## config.mk

```make
export PLATFORM = sky130hd
export DESIGN_NAME = usb_rx_controller
export DESIGN_NICKNAME = d
export VERILOG_FILES = /design/src/rtl/usb_pkg.sv /design/src/rtl/sipo_shift_register.sv /design/src/rtl/usb_rx_controller.sv
export SDC_FILE = /design/constraint.sdc
export NUM_CORES = 1
export LEC_CHECK = 0
export ABC_CLOCK_PERIOD_IN_PS = 2460
export CELL_PAD_IN_SITES_DETAIL_PLACEMENT = 0
export CELL_PAD_IN_SITES_GLOBAL_PLACEMENT = 1
export CORE_ASPECT_RATIO = 1.2
export CORE_MARGIN = 1.5
export CORE_UTILIZATION = 45
export DETAILED_ROUTE_END_ITERATION = 8
export PLACE_DENSITY = 0.76
export SLEW_MARGIN = 20
export SYNTH_ARGS = -nofsm -noshare
export SYNTH_HDL_FRONTEND = slang
export SYNTH_SLANG_ARGS = --single-unit
```

## constraint.sdc

```tcl
create_clock -name CLK -period 2.46 [get_ports CLK]
set_clock_uncertainty 0.2 [all_clocks]
set_input_delay 0.246 -clock CLK [delete_from_list [all_inputs] [get_ports CLK]]
set_output_delay 0.246 -clock CLK [all_outputs]
set_load 0.02 [all_outputs]
```

## src/rtl/usb_pkg.sv

```systemverilog
// Shared types and defaults for the full-speed USB receive path.
// Line-state codes, receiver states, error codes, bit-reverse helper.
package usb_pkg;

  localparam int STUFF_LEN_DEF      = 6;
  localparam int SYNC_MIN_ZEROS_DEF = 5;

  // Encodings match {dp, dm} so the line can be cast directly.
  typedef enum logic [1:0] {
    LS_SE0 = 2'b00,
    LS_K   = 2'b01,
    LS_J   = 2'b10,
    LS_SE1 = 2'b11
  } line_state_t;

  typedef logic [2:0] rx_state_t;

  localparam rx_state_t ST_IDLE  = 3'd0;
  localparam rx_state_t ST_SYNC  = 3'd1;
  localparam rx_state_t ST_DATA  = 3'd2;
  localparam rx_state_t ST_EOP   = 3'd3;
  localparam rx_state_t ST_ERROR = 3'd4;

  typedef enum logic [1:0] {
    ERR_NONE     = 2'd0,
    ERR_STUFF    = 2'd1,
    ERR_OVERFLOW = 2'd2,
    ERR_FRAMING  = 2'd3
  } rx_err_t;

  function automatic logic [7:0] bit_rev8(
    input logic [7:0] d
  );
    logic [7:0] r;
    for (int i = 0; i < 8; i++) begin
      r[i] = d[7-i];
    end
    return r;
  endfunction

endpackage

```

## src/rtl/sipo_shift_register.sv

```systemverilog
// Serial-in parallel-out byte assembler, MSB-first shift.
// Ports: clk, rst_n, shift_enable, serial_in -> parallel_out, done.
module sipo_shift_register
  import usb_pkg::*;
#(
  parameter int WIDTH = 8
) (
  input  logic             clk,
  input  logic             rst_n,
  input  logic             shift_enable,
  input  logic             serial_in,
  output logic [WIDTH-1:0] parallel_out,
  output logic             done
);

  localparam int CW = $clog2(WIDTH);

  logic [CW-1:0] cnt;

  always_ff @(posedge clk or negedge rst_n) begin
    if (!rst_n) begin
      parallel_out <= '0;
      cnt          <= '0;
      done         <= 1'b0;
    end else begin
      done <= 1'b0;
      if (shift_enable) begin
        parallel_out <= {parallel_out[WIDTH-2:0], serial_in};
        if (cnt == CW'(WIDTH - 1)) begin
          cnt  <= '0;
          done <= 1'b1;
        end else begin
          cnt <= cnt + 1'b1;
        end
      end
    end
  end

endmodule

```

## src/rtl/usb_rx_controller.sv

```systemverilog
// Full-speed USB receive sequencer: NRZI, SYNC, unstuff, EOP, byte out.
// Ports: CLK, nRST, bit_strobe, dp, dm, rx_ready -> rx_data/valid, status.
module usb_rx_controller
  import usb_pkg::*;
#(
  parameter int SYNC_MIN_ZEROS = SYNC_MIN_ZEROS_DEF,
  parameter int STUFF_LEN      = STUFF_LEN_DEF
) (
  input  logic       CLK,
  input  logic       nRST,
  input  logic       bit_strobe,
  input  logic       dp,
  input  logic       dm,
  input  logic       rx_ready,
  output logic [7:0] rx_data,
  output logic       rx_valid,
  output logic       rx_active,
  output logic       packet_start,
  output logic       packet_end,
  output logic       rx_error,
  output logic [1:0] err_code
);

  localparam int ZW = $clog2(SYNC_MIN_ZEROS + 1);
  localparam int OW = $clog2(STUFF_LEN + 1);

  line_state_t ls;
  line_state_t prev_ls;
  rx_state_t   state;
  rx_err_t     err_q;

  logic [ZW-1:0] zero_cnt;
  logic [OW-1:0] ones_cnt;
  logic [2:0]    bit_cnt;
  logic          shift_en;
  logic          shift_bit;
  logic          last_bit;
  logic          cap_q;
  logic          seen_se0;
  logic [7:0]    sipo_q;
  logic          sipo_done_unused;
  logic          is_jk;
  logic          dbit;

  assign ls       = line_state_t'({dp, dm});
  assign is_jk    = (ls == LS_J) || (ls == LS_K);
  assign dbit     = (ls == prev_ls);
  assign err_code = err_q;

  sipo_shift_register #(
    .WIDTH(8)
  ) u_sipo (
    .clk         (CLK),
    .rst_n       (nRST),
    .shift_enable(shift_en),
    .serial_in   (shift_bit),
    .parallel_out(sipo_q),
    .done        (sipo_done_unused)
  );

  always_ff @(posedge CLK or negedge nRST) begin
    if (!nRST) begin
      state        <= ST_IDLE;
      prev_ls      <= LS_J;
      err_q        <= ERR_NONE;
      zero_cnt     <= '0;
      ones_cnt     <= '0;
      bit_cnt      <= '0;
      shift_en     <= 1'b0;
      shift_bit    <= 1'b0;
      last_bit     <= 1'b0;
      cap_q        <= 1'b0;
      seen_se0     <= 1'b0;
      rx_data      <= 8'h00;
      rx_valid     <= 1'b0;
      rx_active    <= 1'b0;
      packet_start <= 1'b0;
      packet_end   <= 1'b0;
      rx_error     <= 1'b0;
    end else begin
      packet_start <= 1'b0;
      packet_end   <= 1'b0;
      rx_error     <= 1'b0;
      shift_en     <= 1'b0;
      // Capture trails the 8th shift by one cycle so the SIPO is full.
      cap_q        <= shift_en && last_bit;

      if (packet_end) begin
        rx_active <= 1'b0;
      end

      if (rx_valid && rx_ready) begin
        rx_valid <= 1'b0;
      end

      if (cap_q) begin
        if (!rx_valid || rx_ready) begin
          rx_data  <= bit_rev8(sipo_q);
          rx_valid <= 1'b1;
        end else begin
          rx_error <= 1'b1;
          err_q    <= ERR_OVERFLOW;
          state    <= ST_ERROR;
          seen_se0 <= 1'b0;
        end
      end

      if (bit_strobe) begin
        if (is_jk) begin
          prev_ls <= ls;
        end

        unique case (state)
          ST_IDLE: begin
            if (ls == LS_K) begin
              state    <= ST_SYNC;
              zero_cnt <= ZW'(1);
            end else begin
              prev_ls <= LS_J;
            end
          end

          ST_SYNC: begin
            if (!is_jk) begin
              state   <= ST_IDLE;
              prev_ls <= LS_J;
            end else if (!dbit) begin
              if (zero_cnt != ZW'(SYNC_MIN_ZEROS)) begin
                zero_cnt <= zero_cnt + 1'b1;
              end
            end else if (zero_cnt >= ZW'(SYNC_MIN_ZEROS)) begin
              state        <= ST_DATA;
              packet_start <= 1'b1;
              rx_active    <= 1'b1;
              err_q        <= ERR_NONE;
              bit_cnt      <= '0;
              ones_cnt     <= '0;
            end else begin
              state   <= ST_IDLE;
              prev_ls <= LS_J;
            end
          end

          ST_DATA: begin
            unique case (1'b1)
              (ls == LS_SE0): begin
                state <= ST_EOP;
              end
              (ls == LS_SE1): begin
                rx_error <= 1'b1;
                err_q    <= ERR_FRAMING;
                state    <= ST_ERROR;
                seen_se0 <= 1'b0;
              end
              is_jk: begin
                if (ones_cnt == OW'(STUFF_LEN)) begin
                  // Stuffed bit: a 0 is discarded, a 1 is illegal.
                  if (dbit) begin
                    rx_error <= 1'b1;
                    err_q    <= ERR_STUFF;
                    state    <= ST_ERROR;
                    seen_se0 <= 1'b0;
                  end else begin
                    ones_cnt <= '0;
                  end
                end else begin
                  ones_cnt  <= dbit ? ones_cnt + 1'b1 : '0;
                  shift_en  <= 1'b1;
                  shift_bit <= dbit;
                  last_bit  <= (bit_cnt == 3'd7);
                  bit_cnt   <= bit_cnt + 3'd1;
                end
              end
            endcase
          end

          ST_EOP: begin
            if (ls == LS_J) begin
              packet_end <= 1'b1;
              state      <= ST_IDLE;
              prev_ls    <= LS_J;
              if (bit_cnt != 3'd0) begin
                rx_error <= 1'b1;
                err_q    <= ERR_FRAMING;
              end
            end else if (ls != LS_SE0) begin
              rx_error <= 1'b1;
              err_q    <= ERR_FRAMING;
              state    <= ST_ERROR;
              seen_se0 <= 1'b0;
            end
          end

          ST_ERROR: begin
            if (ls == LS_SE0) begin
              seen_se0 <= 1'b1;
            end else if (ls == LS_J && seen_se0) begin
              packet_end <= 1'b1;
              state      <= ST_IDLE;
              prev_ls    <= LS_J;
            end
          end

          default: begin
            state   <= ST_IDLE;
            prev_ls <= LS_J;
          end
        endcase
      end
    end
  end

endmodule

```

=== Yosys cells after proc, flatten, opt, wreduce, memory -nomap -nowiden ===
Index checks and enable logic that the tools add are counted.

* Bits in registers: 42
* Bits of input ports: 6
* Output and inout port bits: 15
* Word-level logic and storage cells: 156

* $add $sub $neg: 3
* Order comparisons: 1
* Eq/ne operators: 20
* Multiplexer cells: 96
* Bitwise operators: 1
* Reductions and logical operators: 17

{| class="wikitable"
|+ Operator list
! cell !! count
|-
| 2-to-1 mux 3 bit || 25
|-
| 2-to-1 mux 2 bit || 20
|-
| 2-to-1 mux 1 bit || 38
|-
| one-hot mux 3 bit (2 select lines) || 3
|-
| != test 2 bit, second input constant || 8
|-
| one-hot mux 3 bit (5 select lines) || 1
|-
| AND reduction 7 bit || 2
|-
| one-hot mux 2 bit (5 select lines) || 1
|-
| adder 3 x 1 -> 3 bit, second input constant || 3
|-
| == test 3 bit, second input constant || 3
|-
| one-hot mux 3 bit (3 select lines) || 1
|-
| one-hot mux 1 bit (2 select lines) || 4
|-
| == test 3 x 2 -> 1 bit, second input constant || 2
|-
| != test 3 bit, second input constant || 2
|-
| one-hot mux 2 bit (3 select lines) || 1
|-
| AND reduction 6 bit || 1
|-
| nonzero test 2 bit || 3
|-
| == test 2 bit, second input constant || 2
|-
| one-hot mux 2 bit (2 select lines) || 1
|-
| AND reduction 4 bit || 1
|-
| == test 3 x 1 -> 1 bit, second input constant || 1
|-
| >= comparator 3 bit, second input constant || 1
|-
| logical AND 1 bit || 3
|-
| logical NOT 3 bit || 1
|-
| other kinds (9) || 10
|}

=== Depth between registers and ports, before layout ===
Gate-level depths: netlist of run 1.

* Word-level depth: 9
* Gate-level depth with buffers: 8
* Gate-level depth less buffers: 7

=== Hierarchy ===
Synthesis of run 1 repeated with hierarchy kept, for this count alone.

* Cell total of the unflattened synthesis: 250
* Area, all modules: 2,703.8 um^2

{| class="wikitable"
|+ By module, submodules not included
! module !! times used !! cells each !! area an instance (um^2) !! sequential area each (um^2)
|-
| usb_rx_controller || 1 || 222 || 2,198.4 || 852.1
|-
| sipo_shift_register || 1 || 28 || 505.5 || 300.3
|}

=== Worst setup path after synthesis of run 1 ===
No wires, ideal clock.

* Path kind: input to register
* From: input port dp
* To: register state[0]
* Library setup time: 140 ps
* Arrival: 1,510 ps
* Data required time: 2,120 ps
* Slack: 610 ps
* Stages: 7
* Path buffers: 2
* Path through: inv_1 -> ha_1 -> buf_2 -> clkbuf_1 -> a311oi_1 -> a311oi_1 -> a31oi_1

* Word-level cells in the longest chain between the ends: 6
* Elaborated cells between the ends (all ways): 20
* Classes of those cells: 4 x eq/ne; 12 x mux; 4 x reduce/logical

{| class="wikitable"
|+ Ends and longest elaborated chain
! what !! RTL line !! text
|-
| start, declared || usb_rx_controller.sv:12 || <nowiki>input logic dp,</nowiki>
|-
| == test 2 bit, on equally long branches || - ||
|-
| 2-to-1 mux 3 bit or logical AND 1 bit (tied branches) || usb_rx_controller.sv:158, usb_rx_controller.sv:197 ||
|-
| 2-to-1 mux 3 bit, on equally long branches || usb_rx_controller.sv:156, usb_rx_controller.sv:197 ||
|-
| one-hot mux 3 bit (3 select lines) or 2-to-1 mux 3 bit (tied branches) || usb_rx_controller.sv:145, usb_rx_controller.sv:195 ||
|-
| one-hot mux 3 bit (5 select lines) * || usb_rx_controller.sv:113 || <nowiki>unique case (state)</nowiki>
|-
| 2-to-1 mux 3 bit * || usb_rx_controller.sv:108 || <nowiki>if (bit_strobe) begin</nowiki>
|-
| end signal, assigned || usb_rx_controller.sv:116 || <nowiki>state <= ST_SYNC;</nowiki>
|-
| end signal, assigned || usb_rx_controller.sv:147 || <nowiki>state <= ST_EOP;</nowiki>
|-
| end signal, assigned || usb_rx_controller.sv:161 || <nowiki>state <= ST_ERROR;</nowiki>
|-
| end, declared || usb_rx_controller.sv:29 || <nowiki>rx_state_t state;</nowiki>
|}

Mark *: on every way between the ends. The rest lies on a longest branch, timed or not.
A chain may end at the register's enable or synchronous reset.

=== Worst setup path after layout of run 1 ===
* From: register state[2]
* To: register ones_cnt[1]

* Word-level cells in the longest chain between the ends: 3
* Elaborated cells between the ends (all ways): 10
* Classes of those cells: 7 x eq/ne; 1 x mux; 2 x reduce/logical

{| class="wikitable"
|+ Ends and longest elaborated chain
! what !! RTL line !! text
|-
| start signal, assigned || usb_rx_controller.sv:63 || <nowiki>state <= ST_IDLE;</nowiki>
|-
| start signal, assigned || usb_rx_controller.sv:103 || <nowiki>state <= ST_ERROR;</nowiki>
|-
| start signal, assigned || usb_rx_controller.sv:116 ||
|-
| == test 3 x 2 -> 1 bit or == test 3 x 1 -> 1 bit (tied branches) || usb_rx_controller.sv:113 ||
|-
| != test 3 bit (no line), or another cell as far along || - ||
|-
| AND reduction 7 bit (no line) || - ||
|-
| end signal, assigned || usb_rx_controller.sv:167 || <nowiki>ones_cnt <= dbit ? ones_cnt + 1'b1 : '0;</nowiki>
|-
| end, declared || usb_rx_controller.sv:33 || <nowiki>logic [OW-1:0] ones_cnt;</nowiki>
|}

Parallel ways exist; a longest one is shown, timed or not.

==> results of run 1 <==
## repair_timing
| item | CTS | global route |
|---|---|---|
| hold buffers | 1 | 0 |
| hold endpoints to repair | 41 | 0 |
| setup buffers | 0 | 0 |
## per-stage QoR
| step | instances | setup slack (ns) | instance area [um^2] | power, uW | util |
|---|---|---|---|---|---|
| floorplan | 244 | 0.610 | 2410 | 1310 | - |
| global placement | 337 | 0.111 | 2790 | 1590 | 0.535 |
| detailed placement | 337 | 0.0838 | 2790 | 1600 | 0.535 |
| CTS | 346 | 0.370 | 2900 | 2080 | 0.554 |
| global route | 346 | 0.182 | 2900 | 2190 | 0.554 |
| finish | 346 | 0.334 | 2900 | 2070 | 0.554 |
## registers in the layout, summed over array words and instances, names as in the netlist, 2 cells and up
signal               cells
state                    3
bit_cnt                  3
ones_cnt                 3
prev_ls                  2
u_sipo.parallel_out      8
rx_data                  8
err_code                 2
zero_cnt                 3
## cells in the mapped netlist, types with 4 or more instances
master	count	area, um^2
sky130_fd_sc_hd__nand3_1	8	40.0
sky130_fd_sc_hd__ha_1	12	150
sky130_fd_sc_hd__mux2_2	17	191
sky130_fd_sc_hd__o21ai_0	16	80.1
sky130_fd_sc_hd__buf_2	5	25.0
sky130_fd_sc_hd__nor4_1	5	31.3
sky130_fd_sc_hd__a31oi_1	5	31.3
sky130_fd_sc_hd__nor2_1	12	45.0
sky130_fd_sc_hd__inv_1	12	45.0
sky130_fd_sc_hd__nand2_1	25	93.8
sky130_fd_sc_hd__nand2b_1	4	25.0
sky130_fd_sc_hd__dfrtp_1	41	1030
sky130_fd_sc_hd__and2_1	5	31.3
sky130_fd_sc_hd__a21oi_1	9	45.0
sky130_fd_sc_hd__clkbuf_1	6	22.5
## routing by layer
layer  vias to the layer above  routed length [um]  global-route usage
li1                        966                   -                   -
met1                       942                2380               0.239
met2                        46                2630               0.324
met3                        21                 179              0.0376
met4                         0                 244               0.114
met5                         -                   0                   0
## layout make-up
type | count | area [um^2] | share of cell area
Clock buffer | 5 | 68.8 | 0.0238
Clock inverter | 3 | 23.8 | 0.00821
Inverter | 13 | 48.8 | 0.0168
Multi-Input combinational cell | 177 | 1250 | 0.431
Sequential cell | 42 | 1050 | 0.363
Tap cell | 62 | 77.6 | 0.0268
Timing Repair Buffer | 44 | 378 | 0.130
## power breakdown
| part | internal, uW | switching, uW |
|---|---|---|
| Clock | 203 | 268 |
| Combinational | 325 | 402 |
| Sequential | 768 | 99.8 |
| Total | 1300 | 769 |
## cell families after synthesis
family                     Yosys count
AOI/OAI and AO/OA                   64
xor gates and xnor gates             4
muxes                               18
buffers and inverters               25
and+or+nand+nor                     79
DFF                                 42
adders and majority gates           12
## how the worst min path moves through the flow
stage                     startpoint         end  slack (ns)
final                      rx_active   rx_active        0.29
after global routing       rx_active   rx_active        0.32
after CTS                  shift_bit   shift_bit        0.29
after detailed placement        nRST  rx_data[6]        0.24
after global placement          nRST  rx_data[5]        0.23
after floorplan                 nRST  bit_cnt[0]       -0.25
## critical path: cells and delay by family, from the launching register on
family / cells / cell delay [ns]
simple gates: 2 / 0.85
flops: 1 / 0.52
compound gates: 3 / 0.44
==> metrics.md, run 1 <==
| Metric | Value |
|---|---|
| Async S/R FF share, synth | 1.00 |
| Number of detailed-route iterations in the first pass | 4 |
| Clock Path Buffers | 2 |
| Number of diodes | 0 |
| Remaining antenna violation count | 0 |
| Sum of overflow across all layers after global routing | 0 |
| Largest net degree at the start of global routing | between 40 and 50 |
| Crit Path Class | reg -> reg |
| Period utilization | 0.864 |
| Number of antenna violations at the first check in global routing | 0 |
| Seq/Total Area, Yosys | 0.437 |
| CTS clock-pin slew for the worst setup and hold paths | ~0.09 ns |
| Filler cell count in the final layout | 480 |
| Detail-routed via count per cell | ~5.7 |
| Via count of the routed design | around 2,000 |
| Critical path endpoint | ones_cnt[1] |
| Leading cell type in the layout, fill and taps excluded | sky130_fd_sc_hd__dfrtp_1 |
| Top achievable clock speed | 470 MHz |
| Ratio of total power to cell area | slightly above 700 mW/mm^2 |
| Share of synthesized cell area in full adder, half adder and majority cells | 0.0624 |
| Status | completed |
| Core ar. | between 0.005 and 0.006 mm^2 |
| Layout cell share with drive strength beyond 1 | 0.201 |
| Fraction of the mapped netlist area in simple logic gates | 0.175 |
| Critical Path Source Type | flip-flop |
| Critical Path AT | 2.11 ns |
| Number of global-route vias before repair | between 1,500 and 2,000 |
| Hold/Removal Path Class | reg -> reg |
| Leakage power of the design | about 0.0013 uW |
| Starting utilization of the core area | 0.461 |
| DIE AREA | 0.00580 mm^2 |
| Remaining max-slew budget at the tightest pin | 0.396 |
| Worst R2R End | ones_cnt[1] |
| Crit path cell chain | or3b_1 > nor4_4 > a21oi_2 > o21ai_0 > o41ai_2 |
| # port buffers | 20 |
| Root buf cell | sky130_fd_sc_hd__clkbuf_8 |
| Count of cells along the worst register-to-register path | 5 |
| Cell count after synthesis | between 200 and 250 |
| Die Y | slightly above 80 um |
| Max-slew violation total from the final report | 0 |
| Final-layout setup total negative slack | 0 ns |
| Dominant combinational cell family by area after synthesis | compound AO/OA/AOI/OAI gates |
| Count of distinct cell types in the synthesized netlist | 55 |
| Average wire length per cell after detail routing | roughly 16 um |
| Max IR drop VDD | between 400 and 500 uV |
| Global-route wire length before repair | approximately 9 mm |
| Complex-gate fraction of the synthesized area | 0.182 |
| Register-to-Register Setup Slack | approximately 0.33 ns |
| Delay contributed by the slowest stage of the critical path | 0.54 ns |
| Setup Viol. Count Final | 0 |
| Required time of the critical path | between 2 and 2.5 ns |
| Top library cells by usage in the layout, fill and taps aside | sky130_fd_sc_hd__dfrtp_1, sky130_fd_sc_hd__nand2_1, sky130_fd_sc_hd__buf_4 |
| Timing startpoint of the critical path | state[2] |
| Transition time at the pin with the least slew margin | around 0.91 ns |
| Post-layout nets | ~300 |
| HPWL after DPL | approximately 4.1 mm |
| Mean area per synthesized cell | 9.87 um^2 |
| XOR/XNOR share of the synthesized area | 0.0146 |
| Number of flops mapped to enable cells by yosys | 0 |
| Count of instances resized after the clock tree is built | 0 |
| Number of warnings printed during yosys synthesis | 0 |
| Floorplan row count | 29 |
| Last weighted congestion value of the routability-driven placer | 0.924 |
| Minimum clock period | between 2 and 2.5 ns |
| Horizontal die dimension | 69.8 um |
| Max_cap viols | 0 |
| Setup repair after global routing missed its margin | no |
| Crit. End Element | flip-flop |
| Proportion of synthesized area in mux cells | 0.0837 |
| H-tree level count | 2 |
| DRC Markers | 0 |
| Mapped cell area | between 0.002 and 0.0025 mm^2 |
| Clock tree from TritonCTS | built |
| Mapped Nets | between 200 and 300 |
| Count of boundary I/O pins | 21 |
| Global Route Usage Sum | 0.197 |
| Number of clock sinks | 42 |
| Commonest register cell after synthesis | sky130_fd_sc_hd__dfrtp_1 |
| Number of synthesized register bits | 42 |
| TritonCTS buffer count | 5 |
| Hold Fails Final Rpt | 0 |
| Maximum net fanout on the critical path | 11 |
| Startpoint of the worst register-to-register path | state[2] |
| Number of DRC markers after the initial detailed-route iteration | ~100 |
| Synthesis-to-finish area growth | 20.3% |
| Number of instances on the worst hold path | 1 |
| Post-Route Hold Slack | between 0.2 and 0.3 ns |
| Routed WL | 5.44 mm |
| Max stage delay cell, worst path | sky130_fd_sc_hd__or3b_1 |
| Worst skew pair latency | around 0.3 ns |
(Power assumes the default switching activity.)
==> inputs of run 2 (changes only) <==
Settings changed: HOLD_SLACK_MARGIN set to 0.15.
==> results of run 2 <==
Same layout as run 1: the final DEF is identical, and so are final timing and power.
==> patch 1 (settings of run 1) <==
Change the package constant `SYNC_MIN_ZEROS_DEF` from 5 to 10.
--- a/src/rtl/usb_pkg.sv
+++ b/src/rtl/usb_pkg.sv
@@ -3,7 +3,7 @@
 package usb_pkg;
 
   localparam int STUFF_LEN_DEF      = 6;
-  localparam int SYNC_MIN_ZEROS_DEF = 5;
+  localparam int SYNC_MIN_ZEROS_DEF = 10;
 
   // Encodings match {dp, dm} so the line can be cast directly.
   typedef enum logic [1:0] {
Behaviour: not the same (Yosys sat finds a counterexample within 10 cycles, from zero or initial values and one cycle with nRST low).
==> patch 1 against run 1 <==
Sequential cell count increased by 1. Sequential share of layout area increased by 0.31 points. Power grew 11%. Global-route usage up 0.28 points. Via count shrank 2.8%. Highest routed layer unchanged. Area after synthesis unchanged. Wire length down 0.88%. Worst setup slack got worse by 0.11 ns. Utilization increased by 0.84 points. Cell area grew 1.5%. Critical endpoint is now bit_cnt[0]$_DFFE_PN0P_.
==> patch 1: results (changes against run 1) <==
drt wl/cell=15.84 um (was 15.71 um); fillers=503 (was 480); Unique masters post-synth=53 (was 55); mean number of vias per cell=5.644 (was 5.708); RePlAce Congestion=0.8750 (was 0.9241); vias in the first global route=1,872 (was 1,906); Worst VDD drop=0.3951 mV (was 0.4390 mV); top post-synthesis cells by area=dfrtp_1 44%, mux2_2 8.9%, ha_1 6.2%, o21ai_0 3.3%, nand2_1 3.3% (was dfrtp_1 43%, mux2_2 8.0%, ha_1 6.2%, nand2_1 3.9%, o21ai_0 3.3%); initial DRC count=98 (was 104); Place WS=0.01009 ns (was 0.08381 ns); synth cell count leaders=42 x dfrtp_1, 21 x nand2_1, 19 x mux2_2 (was 41 x dfrtp_1, 25 x nand2_1, 17 x mux2_2); Slew HR=57.81% (was 39.56%); CP max stage cell=dfrtp_1 (was or3b_1); Layout Nets=295 (was 301); Startpoint Class=flip-flop (unchanged); Crit Path Max Fanout=15 (was 11); final worst-path setup slack=0.2211 ns (was 0.3339 ns); Final HPWL DP=4092 um (was 4141 um); GR Layer Usage met3=2.549% (was 3.762%); status=finished clean (unchanged); first-pass GRT wire length=9252 um (was 9032 um); share of cells above drive strength 1=22.30% (was 20.07%); met2 GRT Util=35.32% (was 32.38%); met1 usage=25.43% (was 23.92%); CP Capture Point=bit_cnt[0]$_DFFE_PN0P_ (was ones_cnt[1]$_DFFE_PN0P_); Top Family by Delay on Critical Path=flip-flops (was simple AND/OR/NAND/NOR gates); min-delay src=packet_end$_DFF_PN0_ (was rx_active$_DFF_PN0_); leak pwr=1.398 nW (was 1.336 nW); largest net degree at the start of global routing=44 (was 43); syn nets=252 (was 262)
-- patch 1: changes by cell type in the layout (fill, tap and decap cells not counted), moves of 3 or more --
| cell | run 1 | this run |
|---|---|---|
| and2_1 | 5 | 2 |
| and4b_1 | 0 | 3 |
| inv_1 | 12 | 15 |
| nand2_1 | 25 | 21 |
| nor3b_2 | 0 | 3 |
| nor4_1 | 5 | 0 |
-- patch 1: layer usage --
layer	share of wire, %	wire length, um
met1	43	2296
met2	53	2830
met3	3.6	193
met4	1.2	67
met5	0	0
-- patch 1: repair_timing --
| item | CTS | global route |
|---|---|---|
| hold buffers | 1 | 0 |
| buffers inserted | 0 | 0 |
| setup endpoints to repair | 0 | 0 |
| hold endpoints to repair | 42 | 0 |
-- patch 1: logic make-up after synthesis --
family | count (synthesis) | share of synthesized area, %
compound gates | 57 | 16.42
xor+xnor | 5 | 1.819
fa+ha+maj | 12 | 6.237
buf+inv | 25 | 4.522
flops | 43 | 44.75
mux | 20 | 9.356
simple gates | 72 | 16.89
-- patch 1: area by class of cell --
cell class	instances	area (um^2)	share of cell area [%]
clock inverter	3	46.29	1.574
clock buffer	5	68.82	2.340
sequential	43	1077	36.64
tap	62	77.57	2.638
inverter	15	56.30	1.915
timing repair buffer	46	392.9	13.36
multi-input combinational	166	1221	41.53
-- patch 1: report_power, final --
| part | switching [mW] | internal (mW) | total [mW] |
|---|---|---|---|
| sequential | 0.130 | 0.819 | 0.949 |
| clock | 0.261 | 0.306 | 0.566 |
| combinational | 0.418 | 0.369 | 0.787 |
-- patch 1: metrics by stage --
| stage | cells | instance area [um^2] |
|---|---|---|
| 2_1_floorplan | 234 | 2407 |
| 3_3_place_gp | 331 | 2815 |
| 3_5_place_dp | 331 | 2815 |
| 4_1_cts | 340 | 2940 |
| 5_1_grt | 340 | 2940 |
| 6_report | 340 | 2940 |
==> patch 2 (flow settings as in run 1) <==
Made on the original files. Make the reset (`nRST` and `rst_n`) synchronous in 2 clocked blocks.
--- a/src/rtl/sipo_shift_register.sv
+++ b/src/rtl/sipo_shift_register.sv
@@ -17,7 +17,7 @@
 
   logic [CW-1:0] cnt;
 
-  always_ff @(posedge clk or negedge rst_n) begin
+  always_ff @(posedge clk) begin
     if (!rst_n) begin
       parallel_out <= '0;
       cnt          <= '0;
--- a/src/rtl/usb_rx_controller.sv
+++ b/src/rtl/usb_rx_controller.sv
@@ -58,7 +58,7 @@
     .done        (sipo_done_unused)
   );
 
-  always_ff @(posedge CLK or negedge nRST) begin
+  always_ff @(posedge CLK) begin
     if (!nRST) begin
       state        <= ST_IDLE;
       prev_ls      <= LS_J;
Function: differs if nRST is asserted again (counterexample within 10 cycles, from zero or initial values and one cycle with nRST low); with nRST held inactive, the same outputs for 10 cycles.
==> patch 2 against run 1 <==
Worst setup slack improved by 0.031 ns. Die area down 4.5%. Sequential cell count did not move. Hold slack lost 0.013 ns. Final cell count up 6.6%. Utilization rose by 0.46 points. Cell area shrank 5.4%. Global-route usage increased by 3.1 points. Area after synthesis fell by 4.7%. Wire length is 4.4% higher. Critical endpoint is now ones_cnt[0]$_SDFFE_PN0P_. Largest cell class unchanged.
Power is not compared: it rests on default switching activity, and its combinational part moved more than twofold at a synthesized area within 25%.
==> patch 2: results (changes against run 1) <==
Unique masters post-synth=49 (was 55); Layout Nets=326 (was 301); wire length on met3=216 um (was 179 um); largest net degree at the start of global routing=21 (was 43); Place WS=0.1130 ns (was 0.08381 ns); Cell Count, Final, Fillers Out=369 (was 346); worst hold slack=0.2790 ns (was 0.2919 ns); core area=4905 um^2 (was 5225 um^2); mean number of vias per cell=5.561 (was 5.708); syn nets=295 (was 262); sequential share of the synthesized area=36.66% (was 43.71%); Final HPWL DP=4309 um (was 4141 um); Seq area share=30.67% (was 36.33%); placed cell area=2643 um^2 (was 2794 um^2); Non-clock buffers=38 (was 44); vias in the first global route=2,000 (was 1,906); initial DRC count=129 (was 104); buffering overhead=12.23% (was 13.05%); Crit Path Max Fanout=12 (was 11); GR Layer Usage met3=4.017% (was 3.762%); met1 usage=28.12% (was 23.92%); synth cell count leaders=42 x dfxtp_1, 40 x nor2_1, 20 x mux2i_1 (was 41 x dfrtp_1, 25 x nand2_1, 17 x mux2_2); CP Capture Point=ones_cnt[0]$_SDFFE_PN0P_ (was ones_cnt[1]$_DFFE_PN0P_); Multi-input gate area=1343 um^2 (was 1247 um^2); clk sinks=42 (unchanged); Slew @ Worst Pin=0.5665 ns (was 0.9066 ns); CP max stage cell=dfxtp_1 (was or3b_1); top post-synthesis cells by area=dfxtp_1 37%, mux2i_1 8.7%, ha_1 6.5%, nor2_1 6.5%, a21oi_1 3.7% (was dfrtp_1 43%, mux2_2 8.0%, ha_1 6.2%, nand2_1 3.9%, o21ai_0 3.3%); status=finished clean (unchanged); fillers=496 (was 480); placed cells=361 (was 337); Hold Path End=shift_bit$_SDFFE_PN0P_ (was rx_active$_DFF_PN0_); GRT Util Overall=22.84% (was 19.71%); final worst-path setup slack=0.3651 ns (was 0.3339 ns); first-pass GRT wire length=9487 um (was 9032 um); share of cells above drive strength 1=11.00% (was 20.07%); number of multi-input logic gates=208 (was 177); Clock buf/inv share=3.606% (was 3.197%)
==> patch 2: cell types whose count changed in the layout (fill, tap and decap cells not counted), sizes merged, moves of 7 or more <==
cell / run 1 / this run
nor2: 12 / 40
a21oi: 10 / 17
mux2i: 1 / 20
dfxtp: 0 / 42
dfrtp: 41 / 0
mux2: 17 / 1
==> patch 2: cells by family after synthesis <==
| kind of cell | Yosys count | share of synthesized area [%] |
|---|---|---|
| buffers and inverters | 27 | 4.801 |
| AOI/OAI and AO/OA | 61 | 17.40 |
| and+or+nand+nor | 110 | 23.84 |
| muxes | 21 | 9.220 |
| DFF | 42 | 36.66 |
| xor gates and xnor gates | 4 | 1.528 |
| adders and majority gates | 12 | 6.546 |
==> patch 2: power by group <==
group / leakage (nW) / internal [mW] / switching [mW]
combinational: 0.683 / 0.0711 / 0.0970
clock: 0.0478 / 0.231 / 0.252
sequential: 0.339 / 0.684 / 0.0110
